--- config.mk ---
export PLATFORM = sky130hd
export DESIGN_NAME = apb_master_arbiter
export DESIGN_NICKNAME = d
export VERILOG_FILES = /design/src/rtl/apb_master_arbiter_pkg.sv /design/src/rtl/apb_addr_decoder.sv /design/src/rtl/apb_master_arbiter.sv
export SDC_FILE = /design/constraint.sdc
export NUM_CORES = 1
export LEC_CHECK = 0
export CORE_AREA = 2 2 176 178
export DETAILED_ROUTE_END_ITERATION = 10
export DIE_AREA = 0 0 178 180
export HOLD_SLACK_MARGIN = 0.05
export PLACE_DENSITY_LB_ADDON = 0.15
export SYNTH_ARGS = -nofsm -noshare
export SYNTH_HDL_FRONTEND = slang
export SYNTH_HIERARCHICAL = 1
export SYNTH_SLANG_ARGS = --single-unit
export TNS_END_PERCENT = 30
--- constraint.sdc ---
create_clock -name pclk -period 7.1 [get_ports pclk]
set_input_delay 2.13 -clock pclk [delete_from_list [all_inputs] [get_ports pclk]]
set_output_delay 2.13 -clock pclk [all_outputs]
set_load 0.02 [all_outputs]
--- src/rtl/apb_master_arbiter_pkg.sv ---
// Shared types and address-map constants for the APB master arbiter.
package apb_master_arbiter_pkg;

    typedef enum logic [1:0] {
        IDLE   = 2'b00,
        SETUP  = 2'b01,
        ACCESS = 2'b10
    } apb_arb_state_e;

    localparam int unsigned DEFAULT_SLAVE_MEMORY_SIZE = 12;
    localparam int unsigned DEFAULT_SLAVE_MEMORY_GAP  = 2;

    function automatic int unsigned slave_stride(input int unsigned size_kb, input int unsigned gap_kb);
        return (size_kb + gap_kb) * 1024;
    endfunction

    function automatic int unsigned slave_window(input int unsigned size_kb);
        return size_kb * 1024;
    endfunction

    localparam int unsigned SLAVE_STRIDE = slave_stride(DEFAULT_SLAVE_MEMORY_SIZE, DEFAULT_SLAVE_MEMORY_GAP);
    localparam int unsigned SLAVE_WINDOW = slave_window(DEFAULT_SLAVE_MEMORY_SIZE);

endpackage

--- src/rtl/apb_addr_decoder.sv ---
// Combinational slave-window decoder: one constant-bound range check per slave,
// producing a one-hot select and a hit flag (no hit means the address falls in a gap).
module apb_addr_decoder
    import apb_master_arbiter_pkg::*;
#(
    parameter int          ADDRESS_WIDTH = 32,
    parameter int          NO_OF_SLAVES  = 13,
    parameter int unsigned STRIDE_BYTES  = SLAVE_STRIDE,
    parameter int unsigned WINDOW_BYTES  = SLAVE_WINDOW
) (
    input  logic [ADDRESS_WIDTH-1:0] addr,
    output logic [NO_OF_SLAVES-1:0]  sel,
    output logic                     hit
);

    logic [63:0] addr_ext;

    assign addr_ext = 64'(addr);

    // Window 0 starts at address 0, so it only needs an upper bound.
    for (genvar i = 0; i < NO_OF_SLAVES; i++) begin : g_window
        localparam logic [63:0] BASE = 64'(i) * 64'(STRIDE_BYTES);
        localparam logic [63:0] LAST = BASE + 64'(WINDOW_BYTES) - 64'd1;
        if (i == 0) begin : g_first
            assign sel[i] = (addr_ext <= LAST);
        end else begin : g_rest
            assign sel[i] = (addr_ext >= BASE) && (addr_ext <= LAST);
        end
    end

    assign hit = |sel;

endmodule

--- src/rtl/apb_master_arbiter.sv ---
// Round-robin arbiter sharing one APB master port among several requesters.
// Optional ACCESS wait-state timeout is built when APB_ARBITER_TIMEOUT_EN is defined.
module apb_master_arbiter
    import apb_master_arbiter_pkg::*;
#(
    parameter int NO_OF_REQUESTERS  = 4,
    parameter int NO_OF_SLAVES      = 13,
    parameter int ADDRESS_WIDTH     = 32,
    parameter int DATA_WIDTH        = 32,
    parameter int SLAVE_MEMORY_SIZE = 12,
    parameter int SLAVE_MEMORY_GAP  = 2,
    parameter int TIMEOUT_CYCLES    = 16
) (
    input  logic                                     pclk,
    input  logic                                     preset,
    input  logic [NO_OF_REQUESTERS-1:0]              req_valid,
    input  logic [NO_OF_REQUESTERS-1:0]              req_write,
    input  logic [NO_OF_REQUESTERS*ADDRESS_WIDTH-1:0] req_addr,
    input  logic [NO_OF_REQUESTERS*DATA_WIDTH-1:0]   req_wdata,
    input  logic [NO_OF_REQUESTERS*(DATA_WIDTH/8)-1:0] req_strb,
    input  logic [NO_OF_REQUESTERS*3-1:0]            req_prot,
    output logic [NO_OF_REQUESTERS-1:0]              req_ack,
    output logic [NO_OF_REQUESTERS-1:0]              rsp_valid,
    output logic [DATA_WIDTH-1:0]                    rsp_rdata,
    output logic                                     rsp_slverr,
    output logic [ADDRESS_WIDTH-1:0]                 paddr,
    output logic [NO_OF_SLAVES-1:0]                  pselx,
    output logic                                     penable,
    output logic                                     pwrite,
    output logic [DATA_WIDTH-1:0]                    pwdata,
    output logic [DATA_WIDTH/8-1:0]                  pstrb,
    output logic [2:0]                               pprot,
    input  logic                                     pready,
    input  logic [DATA_WIDTH-1:0]                    prdata,
    input  logic                                     pslverr
);

    localparam int PTR_W  = (NO_OF_REQUESTERS > 1) ? $clog2(NO_OF_REQUESTERS) : 1;
    localparam int STRB_W = DATA_WIDTH / 8;

    apb_arb_state_e state, next_state;

    logic [PTR_W-1:0]         rr_ptr, grant_idx, owner, pend_owner;
    logic                     grant_found, arb_en, grant_go, xfer_done, timeout_hit, err_pend;
    logic [ADDRESS_WIDTH-1:0] grant_addr;
    logic [NO_OF_SLAVES-1:0]  dec_sel;
    logic                     dec_hit;

    function automatic logic [PTR_W-1:0] rr_index(input logic [PTR_W-1:0] ptr, input int k);
        return PTR_W'((int'(ptr) + k) % NO_OF_REQUESTERS);
    endfunction

    function automatic logic [NO_OF_REQUESTERS-1:0] req_onehot(input logic [PTR_W-1:0] idx);
        return NO_OF_REQUESTERS'(1) << idx;
    endfunction

`ifdef APB_ARBITER_TIMEOUT_EN
    localparam int CNT_W = $clog2(TIMEOUT_CYCLES + 1);

    logic [CNT_W-1:0] wait_cnt;

    // Counts consecutive stalled ACCESS cycles; the last allowed stall aborts the transfer.
    always_ff @(posedge pclk or posedge preset) begin
        if (preset) begin
            wait_cnt <= '0;
        end else if (state == SETUP) begin
            wait_cnt <= '0;
        end else if (state == ACCESS && !pready && !timeout_hit) begin
            wait_cnt <= wait_cnt + CNT_W'(1);
        end
    end

    assign timeout_hit = (state == ACCESS) && !pready && (wait_cnt == CNT_W'(TIMEOUT_CYCLES - 1));
`else
    assign timeout_hit = 1'b0;
`endif

    assign xfer_done = (state == ACCESS) && (pready || timeout_hit);

    // An unmapped grant taken at a completing ACCESS leaves its error response pending;
    // arbitration pauses for that one cycle so two responses never collide.
    assign arb_en = !err_pend && ((state == IDLE) || xfer_done);

    always_comb begin
        grant_found = 1'b0;
        grant_idx   = '0;
        for (int k = 0; k < NO_OF_REQUESTERS; k++) begin
            if (!grant_found && req_valid[rr_index(rr_ptr, k)]) begin
                grant_found = 1'b1;
                grant_idx   = rr_index(rr_ptr, k);
            end
        end
    end

    assign grant_go   = arb_en && grant_found && !preset;
    assign req_ack    = grant_go ? req_onehot(grant_idx) : '0;
    assign grant_addr = req_addr[int'(grant_idx)*ADDRESS_WIDTH +: ADDRESS_WIDTH];

    apb_addr_decoder #(
        .ADDRESS_WIDTH (ADDRESS_WIDTH),
        .NO_OF_SLAVES  (NO_OF_SLAVES),
        .STRIDE_BYTES  (slave_stride(SLAVE_MEMORY_SIZE, SLAVE_MEMORY_GAP)),
        .WINDOW_BYTES  (slave_window(SLAVE_MEMORY_SIZE))
    ) u_decoder (
        .addr (grant_addr),
        .sel  (dec_sel),
        .hit  (dec_hit)
    );

    always_ff @(posedge pclk or posedge preset) begin
        if (preset) begin
            state <= IDLE;
        end else begin
            state <= next_state;
        end
    end

    always_comb begin
        next_state = state;
        case (state)
            IDLE:    if (grant_go && dec_hit) next_state = SETUP;
            SETUP:   next_state = ACCESS;
            ACCESS:  if (xfer_done) next_state = (grant_go && dec_hit) ? SETUP : IDLE;
            default: next_state = IDLE;
        endcase
    end

    // Later assignments win: a new mapped grant overrides the completion's pselx clear.
    always_ff @(posedge pclk or posedge preset) begin
        if (preset) begin
            rr_ptr     <= '0;
            owner      <= '0;
            pend_owner <= '0;
            err_pend   <= 1'b0;
            paddr      <= '0;
            pselx      <= '0;
            penable    <= 1'b0;
            pwrite     <= 1'b0;
            pwdata     <= '0;
            pstrb      <= '0;
            pprot      <= '0;
            rsp_valid  <= '0;
            rsp_rdata  <= '0;
            rsp_slverr <= 1'b0;
        end else begin
            rsp_valid  <= '0;
            rsp_rdata  <= '0;
            rsp_slverr <= 1'b0;

            if (state == SETUP) begin
                penable <= 1'b1;
            end

            if (xfer_done) begin
                pselx      <= '0;
                penable    <= 1'b0;
                rsp_valid  <= req_onehot(owner);
                rsp_slverr <= timeout_hit | pslverr;
                rsp_rdata  <= (timeout_hit || pwrite) ? '0 : prdata;
            end

            if (err_pend) begin
                err_pend   <= 1'b0;
                rsp_valid  <= req_onehot(pend_owner);
                rsp_slverr <= 1'b1;
            end

            if (grant_go) begin
                rr_ptr <= rr_index(grant_idx, 1);
                if (dec_hit) begin
                    owner   <= grant_idx;
                    paddr   <= grant_addr;
                    pwrite  <= req_write[grant_idx];
                    pwdata  <= req_wdata[int'(grant_idx)*DATA_WIDTH +: DATA_WIDTH];
                    pstrb   <= req_strb[int'(grant_idx)*STRB_W +: STRB_W];
                    pprot   <= req_prot[int'(grant_idx)*3 +: 3];
                    pselx   <= dec_sel;
                    penable <= 1'b0;
                end else if (state == ACCESS) begin
                    err_pend   <= 1'b1;
                    pend_owner <= grant_idx;
                end else begin
                    rsp_valid  <= req_onehot(grant_idx);
                    rsp_slverr <= 1'b1;
                end
            end
        end
    end

endmodule

# Word level (Yosys, flattened, before mapping)
# Index checks and enable logic that the tools add are counted.
# W data, S select, Z words.
[totals] register_bits=132 out_inout_bits=127
[classes] addsub=4 n_mul=1 order_cmp=30 n_eq_ne=4 shifts=7 mux=45 bitwise=1 reduce_logical=31
[op_table] operator="$shiftx A128 B8 Y32" count=2
[op_table] operator="$ge A32 B17 Y1 const B" count=5
[op_table] operator="$le A32 B17 Y1 const B" count=5
[op_table] operator="$le A32 B18 Y1 const B" count=4
[op_table] operator="$ge A32 B18 Y1 const B" count=3
[op_table] operator="$ge A32 B16 Y1 const B" count=2
[op_table] operator="$le A32 B16 Y1 const B" count=2
[op_table] operator="$mux W32" count=2
[op_table] operator="$mux W13" count=3
[op_table] operator="$ge A32 B14 Y1 const B" count=1
[op_table] operator="$ge A32 B15 Y1 const B" count=1
[op_table] operator="$le A32 B14 Y1 const B" count=1
[op_table] operator="$le A32 B15 Y1 const B" count=1
[op_table] operator="$mux W4" count=6
[op_table] operator="$mux W1" count=22
[op_table] operator="$logic_and A1 B1 Y1" count=20
[op_table] operator="$shiftx A16 B5 Y4" count=1
[op_table] operator="$lt A2 B3 Y1 const B" count=5
[op_table] operator="$reduce_or A13 Y1" count=1
[op_table] operator="$mux W2" count=6
[op_table] operator="$shiftx A12 B5 Y3" count=1
[op_table] operator="$shl A1 B2 Y4 const A" count=3
[op_table] operator="$bmux W1 S2" count=5
[op_table] operator="$pmux W2 S3" count=1
[op_table] operator="other kinds (13)" count=20

# Longest topological paths before layout
# Gate-level depths: netlist (run 1).
[logic_depth] depth_word=20 mapped_depth=17

# Cells and area by module
# Netlist (run 1), hierarchy kept.
[modules_own_cells] module="apb_master_arbiter" instances=1 cells_each=615 area_per_inst_um2=7397.1 seq_area_each_um2=3303.2
[modules_own_cells] module="apb_addr_decoder" instances=1 cells_each=82 area_per_inst_um2=509.2 seq_area_each_um2=0.0

# Worst setup path after synthesis (run 1)
# OpenSTA, ideal clock, no wires.
[synth_path] path_type="input -> output" start="input port req_valid[2]" end="output port req_ack[3]" arrival_ns=3.570 slack_ns=1.400 stages=5 n_path_buf=1 cell_sequence="mux2_1 -> a221o_1 -> buf_2 -> nand2b_1 -> nor3_1"
[synth_between] elab_chain_len=15 word_cells_on_any_way=26 classes_between="shift (1); mux (17); reduce/logical (8)"
[synth_lines] element="start: declaration" line_no="apb_master_arbiter.sv:16" rtl="input logic [NO_OF_REQUESTERS-1:0] req_valid,"
[synth_lines] element="$bmux W1 S2" line_no="apb_master_arbiter.sv:88" rtl="if (!grant_found && req_valid[rr_index(rr_ptr, k)]) begin"
[synth_lines] element="$mux W1 (not written as such)" line_no="apb_master_arbiter.sv:88"
[synth_lines] element="$mux W1" line_no="apb_master_arbiter.sv:88"
[synth_lines] element="$logic_not A1 Y1" line_no="apb_master_arbiter.sv:88"
[synth_lines] element="$logic_and A1 B1 Y1" line_no="apb_master_arbiter.sv:88"
[synth_lines] element="$mux W1" line_no="apb_master_arbiter.sv:88"
[synth_lines] element="$logic_not A1 Y1" line_no="apb_master_arbiter.sv:88"
[synth_lines] element="$logic_and A1 B1 Y1" line_no="apb_master_arbiter.sv:88"
[synth_lines] element="$mux W1" line_no="apb_master_arbiter.sv:88"
[synth_lines] element="$logic_not A1 Y1" line_no="apb_master_arbiter.sv:88"
[synth_lines] element="$logic_and A1 B1 Y1" line_no="apb_master_arbiter.sv:88"
[synth_lines] element="$mux W1" line_no="apb_master_arbiter.sv:88"
[synth_lines] element="$logic_and A1 B1 Y1 (2 in series)" line_no="apb_master_arbiter.sv:95" rtl="assign grant_go = arb_en && grant_found && !preset;"
[synth_lines] element="$mux W4 (*)" line_no="apb_master_arbiter.sv:96" rtl="assign req_ack = grant_go ? req_onehot(grant_idx) : '0;"
[synth_lines] element="end: declaration" line_no="apb_master_arbiter.sv:22" rtl="output logic [NO_OF_REQUESTERS-1:0] req_ack,"
# Every way passes the cells marked *; elsewhere a longest branch is shown, timed or not. The select of a mux whose other input is x is not followed.

# Worst setup path in the final report (run 1)
# Ends and elaborated chain as after synthesis.

==> qor.yml, run 1 <==
cts_setup_buffers: 0
final.min_clock_period_ps: 6580
slowest_stage: "clkdlybuf4s50_1"
synth_cells: 686
dieArea_um2: 32000
cpLargestDelayFamily: "buffers and inverters"
tns_ps: 0
hold_ws_ps: 485
area_growth_pct: 71.5
wl_met2_mm: 16.1
layout.nets: 1448
grt_usage: 0.193
setup_violations: 0
grt_max_degree: 87
dieHeight_um: 180
grt_pass1_wl_mm: 46.8
highest_layer: "met4"
hp-start: "paddr[5]"
portBuffers: 454
synth_area_per_cell_um2: 11.4
cp-end-kind: "primary output"
grt_pass1_vias: 7530
antenna_found_initial: 4
critPathKind: "input pin to primary output"
crit_end: "req_ack[3]"
die_w_um: 178
skew_ps: 20.1
reg2reg_slack_ps: 2780
path_clk_slew_ps: 60
intPower_mw: 1.85
reg2regPathDepth: 14
io_pins: 455
worst-path-stages: 6
dr_wl_met3_mm: 2.12
cts_num_sinks: 132
start_kind: "input pin"
yosys_warnings: 6
antenna_left: 0
stdcell_area_um2: 13400
core_um2: 30200
cp_common_cell: "clkdlybuf4s50_1"
crit_path_max_incr_delay_ps: 640
h-tree-depth: 4
clkPwrFrac: 0.365
wire_per_inst_um: 20.6
rr_startpoint: "rr_ptr[1]"
maxCapViolations: 0
cp_data_arrival_time_ps: 4450
synth_nets: 1014
cts_buffer_depth: 2
rows: 64
status: "complete, no violations"
grt.overflow.total: 0
startpoint: "req_valid[2]"
tritoncts: "built"
post-dp-hpwl_mm: 23.7
p_sw_frac: 0.322
drv_slew: 0
hold_viol_final: 0
hold_class: "register to register"
drive_above_1_share: 0.113
firstDrtPassIters: 4
viasPerCell: 4.72
comb_power_share: 0.351
worst_slew_pin_slew_ps: 962
wl_met1_mm: 13.0
cts_buffers: 17
drc_errors: 0
worstPathCellList: "clkdlybuf4s50_1 -> mux2_1 -> a221o_2 -> nand2b_1 -> nor3_1 -> clkdlybuf4s50_1"
vdd.ir_drop.worst_uv: 155
power_switching_mw: 0.878
worst-path-max-fanout: 5
drtIter0Drc: 341
syn_area_um2: 7800
cts_root_buf: "clkbuf_16"
relSlewSlack: 0.359
wl_mm: 31.5
dr_total_vias: 7231
power_leakage_nw: 5.63
clock_latency_ps: 420
place_congestion: 0.808
path_buf_inv: 2
rsz0062_at_grt: "no"
final.fill_count: 2928
place_area_um2: 12700
max_freq_mhz: 152
min_period_over_period: 0.927
initial_utilization: 0.258
pwr-share-seq: 0.284
rr_endpoint: "pwdata[31]"
power_density_nw_per_um2: 204
holdBufCountCts: 0
cts_resized: 0
required_ps: 4970
-- routing by layer --
layer,GRT usage,vias to the layer above
met5,0,-
met2,0.332,268
met4,0.0508,0
li1,-,3457
met3,0.0493,21
met1,0.239,3485
-- power groups by stage --
stage / combinational [mW] / clock [mW] / sequential, mW
floorplan: 0.593 / 0 / 0.793
global placement: 0.965 / 0 / 0.786
detailed placement: 0.968 / 0 / 0.787
CTS: 0.970 / 1.03 / 0.772
global route: 1.03 / 1.06 / 0.774
finish: 0.957 / 0.996 / 0.773
-- per-stage QoR --
step                setup slack, ps  std cells  utilization  power (mW)
CTS                             517       1529        0.443        2.77
finish                          516       1533        0.443        2.73
global placement                558       1497        0.421        1.75
detailed placement              502       1497        0.421        1.75
global route                    415       1533        0.443        2.87
floorplan                      1400        686            -        1.39
-- placed cells by master, fill, tap and decap left out, types with 10 or more instances in the layout --
master and n:
a22o_1 14, and2_1 36, buf_4 13, clkbuf_16 17
clkdlybuf4s50_1 454, dfrtp_1 132, mux2i_1 165, nand2_1 89
nor2_1 11, nor3_1 10, o221ai_1 16, o221ai_2 59
-- registers in the layout, summed over array words and instances, names as in the netlist --
name	flops
err_pend	1
pselx	13
rsp_slverr	1
pwrite	1
pend_owner	2
pprot	3
rr_ptr	2
pwdata	32
paddr	32
rsp_rdata	32
state	2
penable	1
pstrb	4
owner	2
rsp_valid	4
-- area by class of cell --
class                           instances  area (um^2)  area share
Multi-Input combinational cell        489         4130       0.309
Clock buffer                           19          453      0.0339
Sequential cell                       132         3300       0.247
Clock inverter                         13          196      0.0147
Antenna cell                            4         10.0    0.000749
Timing Repair Buffer                  472         4740       0.355
Tap cell                              396          495      0.0371
Inverter                                8         37.5     0.00281
-- worst min path at each step --
stage                end  slack [ps]  cells past startpoint
6_report        paddr[5]         480                      2
5_1_grt        pwdata[1]         510                      2
2_1_floorplan   owner[0]         490                      2
4_1_cts         paddr[5]         490                      2
3_3_place_gp    paddr[7]         470                      2
3_5_place_dp   pwdata[1]         470                      2
-- worst reg2reg max path: cells and delay by family (launching register included) --
family                 cells  cell delay, ps
AO/OA/AOI/OAI              5            1370
buffers and inverters      4            1140
flip-flops                 1             430
multiplexers               2             830
AND/OR/NAND/NOR            3             380
No activity file was read; power rests on OpenSTA's default activity.
==> run 2, diff against run 1 <==
--- a/config.mk
+++ b/config.mk
@@ -5,9 +5,12 @@
 export SDC_FILE = /design/constraint.sdc
 export NUM_CORES = 1
 export LEC_CHECK = 0
-export CORE_AREA = 2 2 176 178
+export ABC_CLOCK_PERIOD_IN_PS = 7100
+export CELL_PAD_IN_SITES_DETAIL_PLACEMENT = 1
+export CELL_PAD_IN_SITES_GLOBAL_PLACEMENT = 1
+export CORE_AREA = 2 2 177 179
 export DETAILED_ROUTE_END_ITERATION = 10
-export DIE_AREA = 0 0 178 180
+export DIE_AREA = 0 0 179 181
 export HOLD_SLACK_MARGIN = 0.05
 export PLACE_DENSITY_LB_ADDON = 0.15
 export SYNTH_ARGS = -nofsm -noshare
==> run 2 against run 1 <==
Against the previous run: setup slack better by 51 ps; via count increased by 1.2%; power fell by 1.4%; combinational power is 0.4% higher; cell area about the same; fmax is 0.79% higher; first-iteration DRC count down 38%; clock skew fell by 6.4 ps; sequential share of layout area is essentially flat; utilization decreased by 0.27 points; sequential cell count did not move; critical endpoint unchanged; non-clock buffer count grew 3.
==> qor.yml, run 2 (synthesized netlist as in run 1, its figures left out) <==
min_period_over_period: 0.920
h-tree-depth: 4
reg2reg_slack_ps: 2910
setup_violations: 0
clock_latency_ps: 420
vdd.ir_drop.worst_uv: 146
reg2regPathDepth: 15
wl_met1_mm: 13.5
final.fill_count: 3297
grt_usage: 0.207
dr_wl_met3_mm: 2.25
cp_data_arrival_time_ps: 4400
required_ps: 4970
firstDrtPassIters: 4
antenna_left: 0
hold_class: "register to register"
tritoncts: "built"
antenna_found_initial: 1
maxCapViolations: 0
cts_num_sinks: 132
drv_slew: 0
cts_setup_buffers: 0
cts_root_buf: "clkbuf_16"
core_um2: 30300
critPathKind: "input pin to primary output"
wl_mm: 33.9
place_congestion: 0.823
grt_pass1_vias: 7809
cp-end-kind: "primary output"
wl_met2_mm: 17.5
wire_per_inst_um: 22.1
start_kind: "input pin"
slowest_stage: "clkdlybuf4s50_1"
dieHeight_um: 181
power_density_nw_per_um2: 201
place_worst_setup_slack_ps: 568
cp_common_cell: "clkdlybuf4s50_1"
crit_path_max_incr_delay_ps: 630
power_leakage_nw: 5.63
worstPathCellList: "clkdlybuf4s50_1 -> mux2_1 -> a221o_2 -> nand2b_1 -> nor3_1 -> clkdlybuf4s50_1"
grt.overflow.total: 0
min_to: "paddr[20]"
path_clk_slew_ps: 60
drc_errors: 0
highest_layer: "met5"
rr_endpoint: "paddr[7]"
worst_slew_pin_slew_ps: 1010
drive_above_1_share: 0.115
grt_max_degree: 93
status: "complete, no violations"
drtIter0Drc: 213
rsz0062_at_grt: "no"
layout_commonest_cell: "clkdlybuf4s50_1"
io_pins: 455
post-dp-hpwl_mm: 26.4
worst-path-max-fanout: 5
holdBufCountCts: 0
worst_slack_ps: 568
startpoint: "req_valid[2]"
relSlewSlack: 0.327
grt_pass1_wl_mm: 49.6
cts_resized: 0
max_freq_mhz: 153
dr_total_vias: 7321
final.min_clock_period_ps: 6530
skew_ps: 13.8
die_w_um: 179
reg.largest.list: "paddr (32), pwdata (32), rsp_rdata (32)"
layout.nets: 1451
rows: 64
portBuffers: 454
hold_path_depth: 2
final_cell_mix: "454 x clkdlybuf4s50_1, 165 x mux2i_1, 132 x dfrtp_1, 89 x nand2_1, 59 x o221ai_2"
area_growth_pct: 71.4
cts_buffer_depth: 2
hp-start: "paddr[20]"
viasPerCell: 4.78
hold_viol_final: 0
cts_buffers: 17
rr_startpoint: "rr_ptr[1]"
tns_ps: 0
initial_utilization: 0.257
dieArea_um2: 32400
run 2: changes by cell type in the layout (fill, tap and decap cells not counted):
cell / before / now
buf_4: 13 / 16
bufinv_16: 4 / 3
clkinv_2: 0 / 1
clkinv_4: 4 / 3
diode_2: 4 / 1
inv_6: 4 / 5
run 2: how the worst max path moves through the flow:
stage | to | slack (ps) | depth (start not counted)
after global placement | req_ack[3] | 580 | 6
final | req_ack[3] | 570 | 6
after CTS | req_ack[3] | 550 | 6
after global routing | req_ack[3] | 430 | 6
after floorplan | req_ack[3] | 1400 | 5
after detailed placement | req_ack[3] | 570 | 6
run 2: worst max-delay path: cells and delay by family:
kind            cells  cell delay [ps]
simple gates        2              410
mux                 1              330
buf+inv             2             1110
compound gates      1              420
run 2: per-stage QoR:
stage               std cells  instance area [um^2]   util  hold WS [ps]  total power [mW]
global route             1532                 13400  0.440           508              2.83
global placement         1500                 12700  0.420           470              1.75
detailed placement       1500                 12700  0.420           470              1.76
finish                   1533                 13400  0.440           487              2.69
CTS                      1532                 13400  0.440           492              2.74
floorplan                 686                  7800      -           490              1.39
run 2: per-layer routing:
metal | vias up | GRT usage
met4 | 2 | 0.0524
met5 | - | 0
met2 | 230 | 0.364
met3 | 26 | 0.0604
met1 | 3611 | 0.245
li1 | 3452 | -
run 2: cell type report:
| type | count | area (um^2) | share of cell area |
|---|---|---|---|
| Antenna cell | 1 | 2.50 | 0.000187 |
| Timing Repair Buffer | 475 | 4760 | 0.357 |
| Inverter | 8 | 37.5 | 0.00281 |
| Clock inverter | 13 | 171 | 0.0128 |
| Tap cell | 396 | 495 | 0.0371 |
| Multi-Input combinational cell | 489 | 4130 | 0.309 |
| Clock buffer | 19 | 453 | 0.0339 |
| Sequential cell | 132 | 3300 | 0.247 |
run 2: report_power, final:
group          switching, mW  leakage (nW)  total, mW  internal, mW
clock network          0.375         0.301      0.953         0.578
registers            0.00938          1.83      0.773         0.764
logic                  0.492          3.50      0.961         0.469
